[config.mk]
export PLATFORM = sky130hd
export DESIGN_NAME = hazard_control
export DESIGN_NICKNAME = d
export VERILOG_FILES = /design/src/rtl/hazard_control.sv
export SDC_FILE = /design/constraint.sdc
export NUM_CORES = 1
export LEC_CHECK = 0
export CORE_MARGIN = 2
export CORE_UTILIZATION = 28
export DETAILED_ROUTE_END_ITERATION = 10
export PLACE_DENSITY = 0.87
export SLEW_MARGIN = 20
export SYNTH_ARGS = -nofsm -noshare
export SYNTH_HDL_FRONTEND = slang
export SYNTH_SLANG_ARGS = --single-unit
[constraint.sdc]
create_clock -name CLK -period 4.3 [get_ports CLK]
set_clock_uncertainty 0.1 [all_clocks]
set_input_delay 0.86 -clock CLK [delete_from_list [all_inputs] [get_ports CLK]]
set_output_delay 0.86 -clock CLK [all_outputs]
set_load 0.02 [all_outputs]
[src/rtl/hazard_control.sv]
// Hazard and pipeline-control unit: stalls, flush strobes, PC enable, sticky halt.
// Optional perf counters enabled by defining HAZARD_PERF_EN.
package hazard_pkg;
  typedef struct packed {
    logic ifidStall;
    logic idexStall;
    logic allStall;
  } pStall_t;
endpackage

module hazard_control
  import hazard_pkg::*;
(
  input  logic        CLK,
  input  logic        nRST,
  input  logic        ihit,
  input  logic        dhit,
  input  logic [4:0]  ifid_rs,
  input  logic [4:0]  ifid_rt,
  input  logic        ifid_usesRt,
  input  logic        id_jump,
  input  logic        idex_memRead,
  input  logic [4:0]  idex_wsel,
  input  logic        ex_branchTaken,
  input  logic        exmem_dREN,
  input  logic        exmem_dWEN,
  input  logic        exmem_halt,
  output pStall_t     stall,
  output logic        ifidFlush,
  output logic        idexFlush,
  output logic        exmemFlush,
  output logic        pcWEN,
  output logic        halt,
  output logic [31:0] stallCount,
  output logic [31:0] flushCount
);

  typedef enum logic [1:0] {
    RUN,
    MEMWAIT,
    HALT
  } state_t;

  state_t state, nextState;

  logic memPend;
  logic loadUse;
  logic adv;

  assign memPend = (exmem_dREN | exmem_dWEN) & ~dhit;

  assign loadUse = idex_memRead
                 & (idex_wsel != 5'd0)
                 & ((idex_wsel == ifid_rs)
                 | (ifid_usesRt & (idex_wsel == ifid_rt)));

  // Only consulted on paths where allStall is already 0.
  assign adv = ihit | dhit;

  always_ff @(posedge CLK or negedge nRST) begin
    if (!nRST) begin
      state <= RUN;
    end else begin
      state <= nextState;
    end
  end

  always_comb begin
    stall      = '0;
    ifidFlush  = 1'b0;
    idexFlush  = 1'b0;
    exmemFlush = 1'b0;
    pcWEN      = 1'b0;
    halt       = 1'b0;
    nextState  = state;
    unique case (state)
      HALT: begin
        stall.allStall = 1'b1;
        halt           = 1'b1;
        exmemFlush     = 1'b1;
      end
      RUN, MEMWAIT: begin
        if (state == MEMWAIT && !dhit) begin
          stall.allStall = 1'b1;
        end else begin
          nextState = RUN;
          if (exmem_halt) begin
            stall.allStall = 1'b1;
            nextState      = HALT;
          end else if (memPend) begin
            stall.allStall = 1'b1;
            nextState      = MEMWAIT;
          end else if (ex_branchTaken && adv) begin
            ifidFlush = 1'b1;
            idexFlush = 1'b1;
            pcWEN     = 1'b1;
          end else if (loadUse) begin
            stall.idexStall = 1'b1;
          end else if (id_jump && adv) begin
            ifidFlush = 1'b1;
            pcWEN     = 1'b1;
          end else begin
            pcWEN = ihit;
          end
        end
      end
      default: begin
        nextState = RUN;
      end
    endcase
  end

`ifdef HAZARD_PERF_EN
  logic [31:0] sCnt, fCnt;

  always_ff @(posedge CLK or negedge nRST) begin
    if (!nRST) begin
      sCnt <= '0;
      fCnt <= '0;
    end else begin
      if ((|stall) && state != HALT) begin
        sCnt <= sCnt + 32'd1;
      end
      if (ifidFlush | idexFlush) begin
        fCnt <= fCnt + 32'd1;
      end
    end
  end

  assign stallCount = sCnt;
  assign flushCount = fCnt;
`else
  assign stallCount = '0;
  assign flushCount = '0;
`endif

endmodule

After elaboration in Yosys (flattened, before gate mapping):

Index checks and enable logic that the tools add are counted.
Widths: inputs -> output; s select.

* register bits: 2
* output and inout port bits: 72
* word-level logic and storage cells: 57

* eq/ne operators: 5
* mux-type cells: 34
* bitwise logic cells: 9
* reductions and logical operators: 8

Operator list (count)
* $mux 1: 30
* $eq 5x5->1: 2
* $reduce_bool 5->1: 1
* $and 1x1->1: 4
* $mux 2: 2
* $pmux 2 s2: 1
* $logic_and 1x1->1: 3
* $or 1x1->1: 3
* $eq 2x1->1 const B: 1
* $eq 2x2->1 const B: 1
* $logic_not 2->1: 1
* $ne 2x2->1 const B: 1
* $not 1->1: 2
* $pmux 1 s2: 1
* $reduce_and 2->1: 1
* $reduce_or 2->1: 1
* $logic_not 1->1: 1

Depth between registers and ports, before layout:

* depth after elaboration: 10
* gate-level depth with buffers: 4
* mapped depth without buffers: 4

Worst setup path before layout:

No wires, ideal clock.

* path type: input to output
* start: input idex_wsel[0]
* end: output ifidFlush
* arrival time: 1.902 ns
* data required time: 3.340 ns
* slack: 1.438 ns
* cell stages on the path: 3
* path through: or3_1 -> o311a_1 -> a21oi_1

* cells in the longest elaborated chain, start to end: 10
* elaborated cells between the ends (all ways): 13

Ends and longest elaborated chain
* from (decl): line 23 `input logic [4:0] idex_wsel,`
* $eq 5x5->1: line 55 `| (ifid_usesRt & (idex_wsel == ifid_rt)));`
* $and 1x1->1: line 55
* $or 1x1->1: line 55
* $and 1x1->1 (*): line 54 `& ((idex_wsel == ifid_rs)`
* $mux 1 (*): line 97 `end else if (loadUse) begin`
* $mux 1 (*): line 93 `end else if (ex_branchTaken && adv) begin`
* $mux 1 (*): line 90 `end else if (memPend) begin`
* $mux 1 (*): line 87 `if (exmem_halt) begin`
* $mux 1 (*): line 83 `if (state == MEMWAIT && !dhit) begin`
* $mux 1 (*): line 76 `unique case (state)`
* to (decl): line 29 `output logic ifidFlush,`

Every way passes the cells marked *; elsewhere a longest branch is shown, timed or not.

Final worst setup path:

Same ends and word-level chain as after synthesis.

==> results by group <==
Outcome
  • Status: finished clean

Layout
  • Most flop-heavy register: state
  • Antenna fix cells: 0
  • Area growth, synth to finish: 16.19%
  • Top flop regs: state x2
  • Final nets: 167
  • Share of layout cells above drive strength 1: 2.158%
  • Max reg flops: 2

Setup path
  • Worst path slowest cell: clkdlybuf4s50_1
  • Cells on worst reg2reg path: 2
  • Crit path top cell by count: clkdlybuf4s50_1
  • CP endpoint kind: primary output
  • CP Class: in -> out
  • CP max stage delay: 630 ps
  • Critical Path Source Type: primary input
  • Critical Path Fanout Max: 3
  • Reg2reg start: state[1]$_DFFE_PN0P_
  • Setup slack, reg-to-reg: 3400 ps
  • Cell Chain, Critical Path: clkdlybuf4s50_1 -> or3_1 -> o311a_1 -> a21oi_1 -> clkdlybuf4s50_1
  • RR Endpoint: state[1]$_DFFE_PN0P_
  • Crit path required time: 3340 ps
  • Worst EP arrival: 2880 ps

Drt
  • Initial DRT Pass Iterations: 2
  • First DRT Iteration DRCs: 28
  • Final ANT Viol Nets: 0
  • Vias: 589
  • Via density: 3.465
  • Final WL: 1.332 mm
  • WL/cell: 7.835 microns
  • # DRC: 0

Logic synthesis
  • Commonest cells post-synth: buf_4, xnor2_1, nor2_1
  • Register area share after synthesis: 6.410%
  • Primary FF master, synth: dfrtp_1
  • Warnings from Yosys: 0
  • Top-count cell post-synth: buf_4
  • Top cell type by total area after synthesis: buf_4
  • Post-synthesis cell count: 106
  • Mapped Area: 780.7 sq um
  • Post-synthesis area per instance: 7.366 sq um
  • Yosys top cell area share: 63.46%
  • Post-synth ARST share: 100.0%
  • Synth Register Bits: 2
  • Synth area leaders: buf_4, xnor2_1, dfrtp_1
  • Post-synth EDFFs: 0
  • Yosys cell types: 19

Power and ir drop
  • LEAKAGE: 0.0004371 uW
  • Cell Pwr Density: 168.3 nW/um^2
  • Worst IR Drop VDD: 0.1643 mV

Clock network
  • CTS max path bufs: 2
  • Post-CTS Setup Inserts: 0
  • Cts hold-fix bufs: 0
  • # H-tree levels: 1
  • Clock root cell: clkbuf_4
  • CTS tree: built
  • Post-CTS Resized: 0
  • Cts bufs inserted: 3
  • Worst skew pair latency: 220 ps
  • Clock-pin slew on the worst setup and hold paths: 30 ps
  • CTS sink cnt: 2

Floorplan
  • Core area: 2710 sq um
  • Row count: 19
  • Effective utilization at floorplan: 28.81%
  • IO Count: 98
  • Die area: 3227 sq um
  • Die height: 56.81 microns
  • Die width: 56.81 microns

Timing
  • Hold Vio Cnt, Final: 0
  • Min Tclk post-route: 3836 ps
  • RSZ-0062 raised after global routing: no
  • F_max: 260.7 MHz
  • Period utilisation layout: 89.20%
  • Setup TNS: 0 ps
  • Final Slew Violations: 0
  • Final setup margin: 464.5 ps
  • Final setup viols: 0

Global routing
  • Total congestion overflow: 0
  • Antenna violations before repair: 0
  • First-pass GRT wire length: 1.835 mm
  • Vias in the first global route: 423
  • Pin count of the biggest net entering global routing: 7
  • Gr usage total: 7.362%

Min path
  • Hold/Removal Path Class: reg -> reg
  • WHS Endpoint: state[1]$_DFFE_PN0P_
  • Min-delay src: state[0]$_DFFE_PN0P_
  • Worst hold path depth: 1

Placement
  • Placer Congestion: 0.7087
  • Port bufs: 32
  • DP Wirelength: 1.251 mm
  • Pre-CTS WS: 425.9 ps

Flow run
  • Max-Cap Viols: 0
[cells in the final DEF (no fill, tap or decap)]
cell / count
nand2b_1: 1
nor2b_1: 1
clkbuf_4: 3
a21oi_1: 4
and3_1: 1
or3_1: 1
nor2_1: 5
dfrtp_1: 2
o22ai_1: 1
clkdlybuf4s50_1: 32
nand2_1: 3
o21a_1: 1
xnor2_1: 10
o22a_1: 1
nand4_1: 1
o311a_1: 1
nand3_1: 1
conb_1: 65
nor3_1: 2
o21ai_0: 3
[metrics by stage]
step	utilization [%]	power, uW	hold WS, ps	cell area, sq um	std cells
3_3_place_gp	32.64	110.1	397.6	884.6	167
5_1_grt	33.47	164.0	464.1	907.1	170
3_5_place_dp	32.64	110.4	415.7	884.6	167
6_report	33.47	152.7	423.0	907.1	170
2_1_floorplan	-	127.0	358.9	1021	170
4_1_cts	33.47	154.8	428.0	907.1	170
[worst max path at each step]
stage | start | end | slack, ps | cells after the start
floorplan | idex_wsel[0] | ifidFlush | 1440 | 3
global placement | idex_wsel[0] | ifidFlush | 400 | 5
detailed placement | idex_wsel[0] | ifidFlush | 430 | 5
CTS | idex_wsel[0] | ifidFlush | 420 | 5
global route | idex_wsel[0] | ifidFlush | 360 | 5
finish | idex_wsel[0] | ifidFlush | 460 | 5
[cells by family after synthesis]
kind of cell / after synthesis / share of synthesized area, %
buffers and inverters: 66 / 63.46
and+or+nand+nor: 16 / 9.778
AOI/OAI and AO/OA: 11 / 8.655
xor gates and xnor gates: 10 / 11.22
DFF: 2 / 6.411
other: 1 / 0.4803
[worst max-delay path: cells and delay by family]
kind / cells / cell delay (ps)
AO/OA/AOI/OAI: 2 / 510
buffers and inverters: 2 / 1090
AND/OR/NAND/NOR: 1 / 410
[layout make-up]
type                            count  area [sq um]
Clock buffer                        3         22.52
Fill cell                         291          1803
Multi-Input combinational cell    102         475.5
Sequential cell                     2         50.05
Tap cell                           31         38.79
Timing Repair Buffer               32         320.3
[report_power, final]
group          switching [uW]  internal [uW]  total [uW]
Combinational            63.1           28.7        91.8
Sequential          0.0000300           19.0        19.0
Clock                    11.1           30.8        41.9
Total                    74.2           78.5         153
[metal layers]
layer / part of all wire (%) / track usage [%]
met2: 51 / 13.62
met4: 0.90 / 3.987
met1: 31 / 7.713
met3: 17 / 1.382
met5: 0 / 0
Note: power is estimated with default switching activity, not from simulation.
